**src/rtl/xalu_arb.sv**
```systemverilog
// xalu_arb: round-robin arbiter sharing one ISE custom-op ALU between two
// requesters, with one registered response slot per port.
//
// Ports (N = 0,1):
//   ise_clk, ise_rst       clock, synchronous active-high reset
//   rqN_val/rdy            request handshake (rdy is the combinational grant)
//   rqN_fn/imm/in1/in2/tag request fields
//   rsN_val/rdy            response handshake
//   rsN_out/err/tag        registered response (err = ALU did not claim op)
//   alu_val/fn/imm/in1/in2 drive to the shared ALU (zeroed when idle)
//   alu_oval, alu_out      combinational ALU claim and result
//   err_cnt                saturating count of error responses
module xalu_arb #(
    parameter logic RR_INIT = 1'b0
) (
    input  logic        ise_clk,
    input  logic        ise_rst,

    input  logic        rq0_val,
    output logic        rq0_rdy,
    input  logic [5:0]  rq0_fn,
    input  logic [6:0]  rq0_imm,
    input  logic [63:0] rq0_in1,
    input  logic [63:0] rq0_in2,
    input  logic [3:0]  rq0_tag,
    output logic        rs0_val,
    input  logic        rs0_rdy,
    output logic [63:0] rs0_out,
    output logic        rs0_err,
    output logic [3:0]  rs0_tag,

    input  logic        rq1_val,
    output logic        rq1_rdy,
    input  logic [5:0]  rq1_fn,
    input  logic [6:0]  rq1_imm,
    input  logic [63:0] rq1_in1,
    input  logic [63:0] rq1_in2,
    input  logic [3:0]  rq1_tag,
    output logic        rs1_val,
    input  logic        rs1_rdy,
    output logic [63:0] rs1_out,
    output logic        rs1_err,
    output logic [3:0]  rs1_tag,

    output logic        alu_val,
    output logic [5:0]  alu_fn,
    output logic [6:0]  alu_imm,
    output logic [63:0] alu_in1,
    output logic [63:0] alu_in2,
    input  logic        alu_oval,
    input  logic [63:0] alu_out,

    output logic [15:0] err_cnt
);

    logic prio;
    logic elig0;
    logic elig1;
    logic gnt0;
    logic gnt1;
    logic cap_err;

    // A slot draining this cycle can take a new result on the same edge.
    assign elig0 = rq0_val & (~rs0_val | rs0_rdy);
    assign elig1 = rq1_val & (~rs1_val | rs1_rdy);

    // prio names the port that wins a tie.
    assign gnt0 = ~ise_rst & elig0 & (~elig1 | ~prio);
    assign gnt1 = ~ise_rst & elig1 & (~elig0 | prio);

    assign rq0_rdy = gnt0;
    assign rq1_rdy = gnt1;

    // Operands are forced to zero when idle so the ALU inputs stay quiet.
    always_comb begin
        alu_val = 1'b0;
        alu_fn  = '0;
        alu_imm = '0;
        alu_in1 = '0;
        alu_in2 = '0;
        if (gnt0) begin
            alu_val = 1'b1;
            alu_fn  = rq0_fn;
            alu_imm = rq0_imm;
            alu_in1 = rq0_in1;
            alu_in2 = rq0_in2;
        end else if (gnt1) begin
            alu_val = 1'b1;
            alu_fn  = rq1_fn;
            alu_imm = rq1_imm;
            alu_in1 = rq1_in1;
            alu_in2 = rq1_in2;
        end
    end

    assign cap_err = (gnt0 | gnt1) & ~alu_oval;

    always_ff @(posedge ise_clk) begin
        if (ise_rst) begin
            prio <= RR_INIT;
        end else if (gnt0) begin
            prio <= 1'b1;
        end else if (gnt1) begin
            prio <= 1'b0;
        end
    end

    always_ff @(posedge ise_clk) begin
        if (ise_rst) begin
            rs0_val <= 1'b0;
            rs0_out <= '0;
            rs0_err <= 1'b0;
            rs0_tag <= '0;
        end else if (gnt0) begin
            rs0_val <= 1'b1;
            rs0_out <= alu_out;
            rs0_err <= ~alu_oval;
            rs0_tag <= rq0_tag;
        end else if (rs0_val & rs0_rdy) begin
            rs0_val <= 1'b0;
        end
    end

    always_ff @(posedge ise_clk) begin
        if (ise_rst) begin
            rs1_val <= 1'b0;
            rs1_out <= '0;
            rs1_err <= 1'b0;
            rs1_tag <= '0;
        end else if (gnt1) begin
            rs1_val <= 1'b1;
            rs1_out <= alu_out;
            rs1_err <= ~alu_oval;
            rs1_tag <= rq1_tag;
        end else if (rs1_val & rs1_rdy) begin
            rs1_val <= 1'b0;
        end
    end

    always_ff @(posedge ise_clk) begin
        if (ise_rst) begin
            err_cnt <= '0;
        end else if (cap_err && err_cnt != 16'hFFFF) begin
            err_cnt <= err_cnt + 16'd1;
        end
    end

endmodule

```
**config.mk**
```make
export PLATFORM = sky130hd
export DESIGN_NAME = xalu_arb
export DESIGN_NICKNAME = d
export VERILOG_FILES = /design/src/rtl/xalu_arb.sv
export SDC_FILE = /design/constraint.sdc
export NUM_CORES = 1
export LEC_CHECK = 0
export BUFFER_PORTS_ARGS = -buffer_cell sky130_fd_sc_hd__buf_2
export CAP_MARGIN = 20
export CELL_PAD_IN_SITES_DETAIL_PLACEMENT = 0
export CELL_PAD_IN_SITES_GLOBAL_PLACEMENT = 1
export CORE_AREA = 2 2 255 257
export CTS_CLUSTER_DIAMETER = 50
export DETAILED_ROUTE_END_ITERATION = 6
export DIE_AREA = 0 0 257 259
export PLACE_DENSITY_LB_ADDON = 0.05
export REMOVE_ABC_BUFFERS = 1
export SYNTH_ARGS = -nofsm -noshare
export SYNTH_HDL_FRONTEND = slang
export SYNTH_SLANG_ARGS = --single-unit
```
**constraint.sdc**
```tcl
create_clock -name ise_clk -period 2.37 [get_ports ise_clk]
set_input_delay 0.3555 -clock ise_clk [delete_from_list [all_inputs] [get_ports ise_clk]]
set_output_delay 0.3555 -clock ise_clk [all_outputs]
set_load 0.01 [all_outputs]
```
* Word level (Yosys, flattened, before mapping)
Cells that the tools add are included.
** Storage, ports and cells
- Output and inout port bits :: 300
- Input bits :: 361
- Bits in registers :: 157
- Word-level logic and storage cells :: 53
** Operators by class
- $add $sub $neg :: 1
- Multiplexer cells :: 16
- Reduce and logical (&&, ||, !) cells :: 4
- Equal/unequal tests :: 1
- Bitwise logic cells :: 21
** Operator list (number)
- $mux W64 :: 4
- $add A16 B1 Y16 const B :: 1
- $ne A16 B16 Y1 const B :: 1
- $mux W7 :: 2
- $mux W6 :: 2
- $and A1 B1 Y1 :: 9
- $mux W1 :: 8
- $not A1 Y1 :: 7
- $reduce_bool A2 Y1 :: 3
- $or A1 B1 Y1 :: 5
- $logic_and A1 B1 Y1 :: 1

* Depth between registers and ports, before layout
Gate-level depths: netlist (run 1).
- Depth after elaboration :: 9
- Mapped depth :: 8
- Mapped depth without buffers :: 6

* Least setup slack after synthesis (run 1)
OpenSTA, ideal clock, no wires.
- Path kind :: input to output
- Start point :: input port rs0_rdy
- End point :: output port alu_in1[0]
- Arrival time :: 1.719 ns
- Cell stages on the path :: 6
- Buffers on the path :: 3
- Required time :: 2.014 ns
- Slack :: 0.295 ns
- Cell sequence :: nand2b_1 > a311oi_1 > buf_2 > buf_2 > clkbuf_1 > a22o_1
** Between the ends
- Cells in the longest elaborated chain, start to end :: 7
- Elaborated cells between the ends (all ways) :: 9
- Those cells by class :: mux: 2; bitwise: 7
** Ends and longest elaborated chain
- start: declaration :: RTL line 27 : input logic rs0_rdy,
- $or A1 B1 Y1 * :: RTL line 64 : assign elig0 = rq0_val & (~rs0_val | rs0_rdy);
- $and A1 B1 Y1 * :: RTL line 64
- $not A1 Y1 :: RTL line 69 : assign gnt1 = ~ise_rst & elig1 & (~elig0 | prio);
- $or A1 B1 Y1 :: RTL line 69
- $and A1 B1 Y1 :: RTL line 69
- $mux W64 :: RTL line 87 : end else if (gnt1) begin
- $mux W64 * :: RTL line 81 : if (gnt0) begin
- end: declaration :: RTL line 48 : output logic [63:0] alu_in1,
Mark *: on every way between the ends. The rest lies on a longest branch, timed or not.

* Final worst setup path (run 1)
- Start point :: register rs1_val
- End point :: output port alu_imm[1]
** Between the ends
- Cells in the longest elaborated chain, start to end :: 7
- Elaborated cells between the ends (all ways) :: 10
- Those cells by class :: mux: 2; bitwise: 8
** Ends and longest elaborated chain
- start: declaration :: RTL line 39 : output logic rs1_val,
- start signal: assignment :: RTL line 126 : rs1_val <= 1'b0;
- start signal: assignment :: RTL line 131 : rs1_val <= 1'b1;
- start signal: assignment :: RTL line 136 : rs1_val <= 1'b0;
- $not A1 Y1 * :: RTL line 65 : assign elig1 = rq1_val & (~rs1_val | rs1_rdy);
- $or A1 B1 Y1 * :: RTL line 65
- $and A1 B1 Y1 * :: RTL line 65
- $and A1 B1 Y1 / $not A1 Y1 (equally long branches) :: RTL line 69, 68
- $and A1 B1 Y1 / $or A1 B1 Y1 (equally long branches) :: RTL line 69, 68
- $mux W7 / $and A1 B1 Y1 (equally long branches) :: RTL line 87, 68
- $mux W7 * :: RTL line 81
- end: declaration :: RTL line 47 : output logic [6:0] alu_imm,
Marks and branches as above.

==> summary.md, run 1 <==
| Metric | Value |
|---|---|
| Pre-antenna DRT Iters | `4` |
| GRT Resource Usage Total | `0.1878` |
| Total grt overflow | `0` |
| Post-route cell area | `13990 um^2` |
| Clock power frac | `0.371` |
| Final min period | `2.411 ns` |
| RSZ-0062 raised after global routing | `yes` |
| Post-route ant nets | `0` |
| Post-synth EDFFs | `0` |
| Fin. max-slew vios | `0` |
| DPL Wire Length | `52140 um` |
| Max FO, Critical Path | `8` |
| Clk Latency, worst-skew pair | `0.46 ns` |
| Mapped Avg Cell Area | `8.384 um^2` |
| Clk sink count | `157` |
| Outcome | `complete, but fails checks` |
| Final std cells w/o fill | `2466` |
| Hold_buf cts | `0` |
| CP Launch Type | `register` |
| Port bufs | `660` |
| Number of remaining DRC errors | `0` |
| Area Growth Syn to Fin | `90.77%` |
| Worst-path clk slew | `0.07 ns` |
| Cell count after synthesis | `875` |
| Initial DRC count | `448` |
| Worst path required time | `2.01 ns` |
| H-tree Lvls | `4` |
| Final hold vios | `0` |
| Layout fillers | `7246` |
| Distinct cells, synth | `35` |
| Comb power frac | `0.273` |
| Initial cell density of the core | `0.1148` |
| Longest Clk Path Bufs | `2` |
| Routed WL | `65790 um` |
| Fraction of layout cells with a size suffix above 1 | `0.5066` |
| Clock skew | `0.007644 ns` |
| Cell count of the worst hold path | `3` |
| Fin crit share | `1.017` |
| Placed inst area | `11910 um^2` |
| Register bit count reported by yosys | `157` |
| CTS Buf Count | `17` |
| Max-cap violations | `0` |
| Initial antenna violation count | `63` |
| Setup ws final | `-0.04080 ns` |
| Internal power | `5.713 mW` |
| CTS tree | `built` |
| Vias | `9671` |
| # setup viols final | `59` |
| VDD IR max | `0.0004657 V` |
| Critical path type | `register to primary output` |
| Ys flop type | `dfxtp_1` |
| Final GP Congestion | `0.8601` |
| Post-Place Cells | `2356` |
| First-pass GRT wire length | `85050 um` |
| Failing checks | `setup timing` |
| Cell Pwr Density | `586.7 nW/um^2` |
| Fmax | `0.4148 GHz` |
| Critical Path End | `alu_imm[1]` |
| RR Startpoint | `err_cnt[0]` |
| Reg2Reg Setup Slack | `0.32 ns` |
| Hold Crit Class | `primary input to register` |
| Synth Cell Area | `7336 um^2` |
| Sequential area share after synthesis | `0.4284` |
| Via density | `3.922` |
| I/O pin total | `661` |
| Die Ht | `259 um` |
| Setup crit start | `rs1_val` |
| Die Footprint | `66560 um^2` |
| Wire length per cell | `26.68 um` |
| Setup TNS | `-0.7426 ns` |
| Core footprint | `63880 um^2` |
| CTS root buf | `clkbuf_16` |
| Pin count of the biggest net entering global routing | `118` |
| Utilization after layout | `0.2191` |
| Synth async-reset ratio | `0` |
| FF+latch area | `3146 um^2` |
| Register share of total power | `0.356` |
| Worst EP arrival | `2.06 ns` |
| CP endpoint kind | `primary output` |
| Number of global-route vias before repair | `9699` |
| Multi-input gate area | `3901 um^2` |
| Pre-CTS WS | `-0.00005729 ns` |
| Row count | `93` |
| Final Net Count | `1938` |
| Switching share of power | `0.3043` |
| Slew @ Worst Pin | `0.8927 ns` |
| Switching power | `2.498 mW` |
| Die X | `257 um` |
| Ys Warns | `0` |
| Total leakage power | `6.603 nW` |
| Max-slew headroom | `0.4003` |
| R2R Path End | `err_cnt[4]` |
| Reg2reg path depth | `6` |
[cell usage in the layout, fill, tap and decap left out, types with 3 or more instances in the layout]
| cell type | instances |
|---|---|
| a211oi_1 | 4 |
| a21oi_1 | 4 |
| a22o_1 | 140 |
| buf_12 | 17 |
| buf_16 | 14 |
| buf_2 | 599 |
| buf_4 | 61 |
| buf_6 | 52 |
| buf_8 | 7 |
| bufinv_16 | 3 |
| clkbuf_1 | 4 |
| clkbuf_16 | 29 |
| clkbuf_8 | 5 |
| clkinv_2 | 3 |
| dfxtp_1 | 155 |
| diode_2 | 22 |
| mux2i_1 | 4 |
| nand2_1 | 139 |
| nand2b_1 | 139 |
| nand3_1 | 5 |
| nand4_1 | 7 |
| nor2_1 | 13 |
| nor3_1 | 4 |
| nor4_1 | 5 |
| o21ai_0 | 137 |
| or3_1 | 4 |
| xnor2_1 | 6 |
[state kept, by name, indices dropped and copies added (netlist names)]
register / count
err_cnt: 16
rs0_tag: 4
rs1_val: 1
rs1_tag: 4
prio: 1
rs1_out: 64
rs0_val: 1
rs1_err: 1
rs0_out: 64
rs0_err: 1
[per-stage QoR]
stage               total power [mW]  hold slack, ns
floorplan                      3.858          0.4246
global placement               4.883          0.4571
detailed placement             4.866          0.4591
CTS                            8.241         0.05521
global route                   8.658         0.07266
finish                         8.211         0.09246
[cells in the mapped netlist (3+ instances only)]
cell / number / area share
nor4_1: 5 / 0.0043
and3_1: 3 / 0.0026
mux2i_1: 4 / 0.0055
or3_1: 4 / 0.0034
a211oi_1: 4 / 0.0041
nor2_1: 13 / 0.0067
a21oi_1: 4 / 0.0027
a22o_1: 141 / 0.17
buf_2: 34 / 0.023
clkbuf_1: 41 / 0.021
nand4_1: 7 / 0.0060
nand3_1: 5 / 0.0034
nor3_1: 5 / 0.0034
buf_1: 4 / 0.0020
xnor2_1: 6 / 0.0072
dfxtp_1: 157 / 0.43
nand2_1: 141 / 0.072
nand2b_1: 141 / 0.12
o21ai_0: 137 / 0.093
[how the worst min path moves through the flow]
stage | start | end | slack [ns]
floorplan | ise_rst | err_cnt[10] | 0.42
global placement | rs1_out[6] | rs1_out[6] | 0.46
detailed placement | rs0_out[13] | rs0_out[13] | 0.46
CTS | rq0_tag[2] | rs0_tag[2] | 0.06
global route | rq1_tag[1] | rs1_tag[1] | 0.07
finish | rq0_tag[2] | rs0_tag[2] | 0.09
[worst max-delay path: stages, from the launching register on]
cell and delay [ns]:
dfxtp_2 0.34, nand2b_4 0.09, nand2_4 0.05, a311oi_4 0.29, buf_12 0.16, buf_16 0.17, buf_12 0.12, buf_16 0.11
a22o_1 0.11, buf_2 0.13
[what timing repair did]
item                                   CTS  global route
cloned                                  11            16
pin swaps                               28            36
endpoints found under the hold margin    0             0
setup endpoints to repair              143           141
setup buffers                           23            12
gates resized for setup                 65            74
[cell families (layout without fill, tap and decap cells)]
| logic type | after synthesis | after routing | synth area share |
|---|---|---|---|
| buffers and inverters | 82 | 796 | 0.04895 |
| multiplexers | 4 | 4 | 0.005458 |
| XOR/XNOR | 6 | 6 | 0.007164 |
| flip-flops | 157 | 157 | 0.4284 |
| AO/OA/AOI/OAI | 294 | 294 | 0.2777 |
| AND/OR/NAND/NOR | 331 | 331 | 0.2306 |
| adder cells (fa/ha/maj) | 1 | 1 | 0.001705 |
| other | 0 | 22 | 0 |
[power groups by stage]
stage          registers [mW]  logic [mW]  clock network (mW)
2_1_floorplan            3.08       0.778                   0
3_3_place_gp             2.98        1.90                   0
3_5_place_dp             2.98        1.88                   0
4_1_cts                  2.93        2.13                3.19
5_1_grt                  2.95        2.40                3.30
6_report                 2.92        2.24                3.05
[metal layers]
metal,part of all wire,vias up,global-route usage
met2,0.50,449,0.3196
met1,0.38,4556,0.2108
li1,-,4516,-
met3,0.078,134,0.06434
met5,0.0015,-,0
met4,0.038,16,0.08786
[area by class of cell]
| class | instances | share of cell area |
|---|---|---|
| Timing Repair Buffer | 763 | 0.3719 |
| Multi-Input combinational cell | 636 | 0.2788 |
| Sequential cell | 157 | 0.2248 |
| Tap cell | 855 | 0.07644 |
| Clock buffer | 26 | 0.03639 |
| Clock inverter | 6 | 0.007510 |
| Antenna cell | 22 | 0.003934 |
| Inverter | 1 | 0.0002682 |
(Power assumes the default switching activity.)
==> inputs of run 2 (changes only) <==
- ABC_AREA: not set -> 1
- CAP_MARGIN: 20 -> 5
- CORE_AREA: 2 2 255 257 -> 2 2 259 261
- DIE_AREA: 0 0 257 259 -> 0 0 261 263
- MAX_ROUTING_LAYER: not set -> met4
==> summary.md, run 2 <==
| Metric | Value |
|---|---|
| Total leakage power | `6.450 nW (-2.3%)` |
| Fin crit share | `0.9818 (-0.03542)` |
| Final GP Congestion | `0.9165 (+6.6%)` |
| Worst EP arrival | `1.97 ns (-0.09 ns)` |
| Pre-CTS WS | `0.1125 ns (+0.1126 ns)` |
| Utilization after layout | `0.2056 (-0.01347)` |
| H-tree Lvls | `4 (unchanged)` |
| Cell Pwr Density | `596.9 nW/um^2 (+1.7%)` |
| Worst path slowest cell | `dfxtp_2` |
| Clk sink count | `157 (unchanged)` |
| Slew @ Worst Pin | `0.7668 ns (-0.1259 ns)` |
| Pre-antenna DRT Iters | `4 (unchanged)` |
| Hold Crit Class | `primary input to register` |
| Setup ws final | `0.04315 ns (+0.08395 ns)` |
| Vias | `9742 (+0.73%)` |
| VDD IR max | `0.0004376 V (-6.0%)` |
| Area Growth Syn to Fin | `85.10%` |
| Ys Warns | `0 (unchanged)` |
| Critical path type | `register to primary output` |
| Fraction of layout cells with a size suffix above 1 | `0.4861 (-0.02056)` |
| Wire length per cell | `26.30 um (-1.4%)` |
| RSZ-0062 raised after global routing | `yes` |
| Area share of the leading cell type in the synthesized netlist | `0.4312 (+0.002721)` |
| GRT Resource Usage Total | `0.1840 (-0.003762)` |
| Mapped Avg Cell Area | `7.796 um^2 (-7.0%)` |
| Most frequent cells in the layout | `597 x buf_2, 311 x nand2_1, 154 x dfxtp_1` |
| Via density | `3.855 (-1.7%)` |
| CP Launch Type | `register` |
| Routed WL | `66460 um (+1.0%)` |
| Fmax | `0.4298 GHz (+3.6%)` |
| # setup viols final | `0 (-100%)` |
| Distinct cells, synth | `25 (-29%)` |
| Outcome | `complete, no violations` |
| Slowest cell delay on critical path | `0.33 ns (about the same)` |
| Initial cell density of the core | `0.1111 (-0.003759)` |
| Ys flop type | `dfxtp_1` |
| Synth top area cells | `dfxtp_1 43%, a22o_1 17%, nand2_1 16%, o21ai_1 8.4%, buf_2 2.9%` |
| Cell count after synthesis | `935 (+6.9%)` |
| Placed inst area | `11500 um^2 (-3.4%)` |
| Post-route cell area | `13490 um^2 (-3.6%)` |
| Longest Clk Path Bufs | `2 (unchanged)` |
| First-pass GRT wire length | `83010 um (-2.4%)` |
| Crit path cell chain | `nand2_4 > nand2_4 > nor2_4 > nor2_4 > buf_12 > buf_12 > clkbuf_16 > buf_6 > a22o_4 > buf_6` |
| I/O pin total | `661 (unchanged)` |
| CTS tree | `built` |
| Final std cells w/o fill | `2527 (+2.5%)` |
| Biggest regs | `rs0_out x64, rs1_out x64, err_cnt x16` |
| Final min period | `2.327 ns (-0.08395 ns)` |
| CTS Buf Count | `17 (unchanged)` |
| Number of remaining DRC errors | `0 (unchanged)` |
| DPL Wire Length | `50750 um (-2.7%)` |
| Setup TNS | `0 ns (+0.7426 ns)` |
| Worst path required time | `2.01 ns (about the same)` |
| Row count | `94 (+1.1%)` |
| Sequential area share after synthesis | `0.4312 (+0.002721)` |
| Final hold vios | `0 (unchanged)` |
| Max FO, Critical Path | `5 (-3)` |
| Synth Cell Area | `7289 um^2 (-0.63%)` |
| Initial antenna violation count | `69 (+9.5%)` |
| Number of global-route vias before repair | `9453 (-2.5%)` |
| Port bufs | `660 (unchanged)` |
| Total Power | `8.053 mW (-1.9%)` |
| Worst-path clk slew | `0.07 ns (about the same)` |
| Fin. max-slew vios | `0 (unchanged)` |
| Buffer and inverter count on the worst path | `5 (unchanged)` |
| Core footprint | `65630 um^2 (+2.7%)` |
| CP endpoint kind | `primary output` |
| Max-slew headroom | `0.4888 (+0.08851)` |
| Die Ht | `263 um (+1.5%)` |
| Clk Latency, worst-skew pair | `0.45 ns (about the same)` |
| Commonest non-fill, non-tap cell in the layout | `buf_2` |
| Post-synth EDFFs | `0 (unchanged)` |
| Pin count of the biggest net entering global routing | `131 (+11%)` |
| Hold_buf cts | `0 (unchanged)` |
| Die Footprint | `68640 um^2 (+3.1%)` |
| Final Net Count | `1965 (+1.4%)` |
| Die X | `261 um (+1.6%)` |
| Top cells by count, synth | `315 x nand2_1, 157 x dfxtp_1, 141 x a22o_1` |
| Post-Place Cells | `2401 (+1.9%)` |
| Leading cell type by number of instances after synthesis | `nand2_1` |
| Post-route ant nets | `0 (unchanged)` |
| Total grt overflow | `0 (unchanged)` |
| Initial DRC count | `498 (+11%)` |
| CTS root buf | `clkbuf_16` |
| Hold WS | `0.09669 ns (+0.004233 ns)` |
| Family with the most delay on the worst path | `buffers and inverters` |
| Register bit count reported by yosys | `157 (unchanged)` |
| Max-cap violations | `0 (unchanged)` |
| Synth async-reset ratio | `0 (unchanged)` |
| Clock skew | `0.01080 ns (+0.003153 ns)` |
| Synth area leader | `dfxtp_1` |
==> run 2: changes by cell type after synthesis, sizes merged, moves of 5 or more <==
cell,before,now
inv,1,16
nand2,141,319
nor4,6,0
clkbuf,42,14
buf,39,67
nand2b,141,0
a21oi,4,16
xnor2,6,1
nand3,5,18
o21ai,137,144
nor3,6,0
nor2,13,35
==> run 2: tightest hold or removal path: cells and delay by family <==
kind	cells	cell delay, ns
compound gates	1	0.05
simple gates	1	0.04
buf+inv	1	0.08
==> run 2: worst paths after layout <==
check / start / end / slack (ns) / cells past startpoint
worst max-delay path: rs0_val / alu_in1[21] / 0.04 / 10
worst min-delay path: rq1_tag[2] / rs1_tag[2] / 0.1 / 3
worst max register to register: rs1_val / rs0_err / 0.53 / 10
worst min register to register: rs0_out[55] / rs0_out[55] / 0.47 / 2
==> run 2: layout make-up <==
type	instances	area [um^2]
Sequential cell	157	3147
Inverter	16	62.56
Fill cell	7547	52140
Multi-Input combinational cell	681	3630
Clock inverter	10	142.6
Tap cell	864	1081
Timing Repair Buffer	730	4862
Clock buffer	19	442.9
Antenna cell	50	125.1
==> run 2: metal layers <==
| metal | global-route usage | wire length [um] | up-vias |
|---|---|---|---|
| met1 | 0.1982 | 26140 | 4561 |
| met2 | 0.2953 | 30830 | 460 |
| met4 | 0.04868 | 1559 | 0 |
| li1 | - | - | 4660 |
| met5 | - | 0 | - |
| met3 | 0.09619 | 7937 | 61 |
==> run 2: power breakdown <==
part | total [mW] | switching [mW] | internal (mW)
logic | 2.19 | 1.19 | 1.00
clock network | 2.94 | 1.26 | 1.67
registers | 2.93 | 0.0976 | 2.83
total | 8.05 | 2.55 | 5.50
==> run 2: logic make-up after synthesis <==
logic type / after synthesis / share of synthesized area
AND/OR/NAND/NOR: 376 / 0.2058
AO/OA/AOI/OAI: 302 / 0.2803
flip-flops: 157 / 0.4312
buffers and inverters: 97 / 0.07861
XOR/XNOR: 2 / 0.002403
adder cells (fa/ha/maj): 1 / 0.001716
==> run 2: what timing repair did <==
item / in CTS / in global routing
gates resized for setup: 47 / 81
setup buffers: 11 / 10
endpoints found under the setup margin: 128 / 138
pin swaps: 1 / 53
gates cloned: 6 / 21
==> inputs of run 3 (changes only) <==
- PLACE_DENSITY: not set -> 0.53
- PLACE_DENSITY_LB_ADDON: 0.05 -> not set
==> summary.md, run 3 (same netlist as run 2, synthesis figures left out) <==
| Metric | Value |
|---|---|
| Internal power | `5.436 mW (-1.2%)` |
| Family with the most delay on the worst path | `buffers and inverters` |
| Cell Pwr Density | `604.0 nW/um^2 (+1.2%)` |
| Post-route cell area | `12920 um^2 (-4.2%)` |
| FF+latch area | `3146 um^2 (about the same)` |
| Fin crit share | `0.9961 (+0.01432)` |
| Total grt overflow | `0 (unchanged)` |
| Clk Latency, worst-skew pair | `0.47 ns (+0.02 ns)` |
| R2R Path End | `err_cnt[3]` |
| # setup viols final | `0 (unchanged)` |
| Reg2reg path depth | `9 (-1)` |
| Slew @ Worst Pin | `0.7952 ns (+0.02833 ns)` |
| Wire length per cell | `20.79 um (-21%)` |
| Number of remaining DRC errors | `0 (unchanged)` |
| H-tree Lvls | `4 (unchanged)` |
| Worst EP arrival | `2.01 ns (+0.04 ns)` |
| Comb power frac | `0.244 (-0.028)` |
| Utilization after layout | `0.1969 (-0.008693)` |
| Row count | `94 (unchanged)` |
| CTS root buf | `clkbuf_16` |
| Final min period | `2.361 ns (+0.03394 ns)` |
| Clock skew | `0.006719 ns (-0.004078 ns)` |
| Hold wc startpoint | `rq1_tag[1]` |
| Commonest non-fill, non-tap cell in the layout | `buf_2` |
| Via density | `3.848 (-0.19%)` |
| Die X | `261 um (unchanged)` |
| Max-cap violations | `0 (unchanged)` |
| Max-slew headroom | `0.4699 (-0.01888)` |
| Outcome | `complete, no violations` |
| Fin. max-slew vios | `0 (unchanged)` |
| Final hold vios | `0 (unchanged)` |
| Area Growth Syn to Fin | `77.27%` |
| Setup TNS | `0 ns (unchanged)` |
| Multi-input gate area | `3657 um^2 (+0.76%)` |
| Cell count of the worst hold path | `3 (unchanged)` |
| Hold Crit Class | `primary input to register` |
| First-pass GRT wire length | `69320 um (-16%)` |
| Die Ht | `263 um (unchanged)` |
| VDD IR max | `0.0004457 V (+1.9%)` |
| Vias | `9689 (-0.54%)` |
| Clk sink count | `157 (unchanged)` |
| Buffer and inverter count on the worst path | `4 (-1)` |
| Setup ws final | `0.009210 ns (-0.03394 ns)` |
| Total leakage power | `6.278 nW (-2.7%)` |
| Initial cell density of the core | `0.1111 (unchanged)` |
| RSZ-0062 raised after global routing | `yes` |
| Reg2Reg Setup Slack | `0.60 ns (+0.07 ns)` |
| CP endpoint kind | `primary output` |
| CP Launch Type | `register` |
| Slowest cell delay on critical path | `0.33 ns (about the same)` |
| Hold_buf cts | `0 (unchanged)` |
| CTS tree | `built` |
| Post-route ant nets | `0 (unchanged)` |
| Switching share of power | `0.3035 (-0.01304)` |
| Biggest regs | `rs0_out x64, rs1_out x64, err_cnt x16` |
| Placed inst area | `11570 um^2 (+0.63%)` |
| Initial antenna violation count | `70 (+1.4%)` |
| Register share of total power | `0.376 (+0.012)` |
| Worst path slowest cell | `dfxtp_2` |
| Hold WS | `0.09259 ns (-0.004104 ns)` |
| Die Footprint | `68640 um^2 (unchanged)` |
| RR Startpoint | `err_cnt[0]` |
| Port bufs | `660 (unchanged)` |
| Pre-antenna DRT Iters | `5 (+1)` |
| Switching power | `2.369 mW (-7.1%)` |
| Critical path type | `register to primary output` |
| Fmax | `0.4236 GHz (-1.4%)` |
| I/O pin total | `661 (unchanged)` |
| Fraction of layout cells with a size suffix above 1 | `0.4825 (-0.003529)` |
| Final Net Count | `1951 (-0.71%)` |
| Pre-CTS WS | `0.2678 ns (+0.1553 ns)` |
| Core footprint | `65630 um^2 (unchanged)` |
| Routed WL | `52350 um (-21%)` |
| Number of global-route vias before repair | `9156 (-3.1%)` |
| Hold Path Sink | `rs1_tag[1]` |
| GRT Resource Usage Total | `0.1474 (-0.03659)` |
| Pin count of the biggest net entering global routing | `148 (+13%)` |
| Longest Clk Path Bufs | `2 (unchanged)` |
| Worst-path clk slew | `0.07 ns (about the same)` |
| DPL Wire Length | `42070 um (-17%)` |
| Crit path cell chain | `nand2_4 > nand2_4 > nor2_4 > nor2_4 > buf_12 > clkbuf_16 > buf_4 > a22o_1 > buf_2` |
| Final GP Congestion | `0.9722 (+6.1%)` |
| Most frequent cells in the layout | `645 x buf_2, 311 x nand2_1, 155 x dfxtp_1` |
| CTS Buf Count | `17 (unchanged)` |
| Clock power frac | `0.380 (+0.016)` |
| Layout fillers | `7516 (-0.41%)` |
| Max FO, Critical Path | `7 (+2)` |
| Worst path required time | `2.01 ns (about the same)` |
| Initial DRC count | `579 (+16%)` |
==> run 3: power by group through the flow <==
| stage | clock network, mW | logic, mW | registers [mW] |
|---|---|---|---|
| 5_1_grt | 3.18 | 2.05 | 2.95 |
| 4_1_cts | 3.07 | 1.82 | 2.93 |
| 2_1_floorplan | 0 | 0.708 | 3.07 |
| 6_report | 2.97 | 1.90 | 2.93 |
| 3_5_place_dp | 0 | 1.75 | 2.99 |
| 3_3_place_gp | 0 | 1.74 | 2.98 |
==> run 3: repair_timing <==
action                     in CTS  in global routing
pin swaps                       4                  6
setup endpoints to repair      98                125
resized for setup              16                 34
cloned                          4                  9
buffers inserted                3                  4
==> run 3: per-stage QoR <==
stage	std cells	total power [mW]
after detailed placement	2414	4.731
after global placement	2414	4.724
after CTS	2453	7.827
after global routing	2516	8.189
after floorplan	854	3.783
final	2518	7.805
==> run 3: area by class of cell <==
class	instances	share of cell area
Multi-Input combinational cell	681	0.2830
Clock inverter	11	0.01210
Timing Repair Buffer	716	0.3273
Antenna cell	52	0.01007
Sequential cell	157	0.2434
Clock buffer	21	0.03563
Tap cell	864	0.08366
Inverter	16	0.004841
==> run 3: per-layer routing <==
| metal | wire [um] | up-vias | track usage |
|---|---|---|---|
| li1 | - | 4619 | - |
| met1 | 20240 | 4532 | 0.1528 |
| met2 | 23550 | 483 | 0.2258 |
| met3 | 7535 | 55 | 0.09821 |
| met4 | 1028 | 0 | 0.04407 |
| met5 | 0 | - | - |
==> run 3: worst max path at each step <==
stage / cells past startpoint / from / slack (ns) / end
floorplan: 4 / ise_rst / -8.81 / alu_fn[0]
global placement: 10 / rs1_rdy / 0.26 / alu_in1[30]
detailed placement: 10 / rs0_rdy / 0.27 / alu_in2[57]
CTS: 8 / rs1_val / -0.001 / alu_in2[26]
global route: 9 / rs1_val / -0.07 / alu_in2[58]
finish: 9 / rs1_val / 0.009 / alu_in2[58]
==> run 3: worst reg2reg max path, delay by kind of cell, from the launching register on <==
kind                       cells  cell delay (ns)
and+or+nand+nor                7             0.97
DFF                            1             0.35
adders and majority gates      1             0.25
buffers and inverters          1             0.10
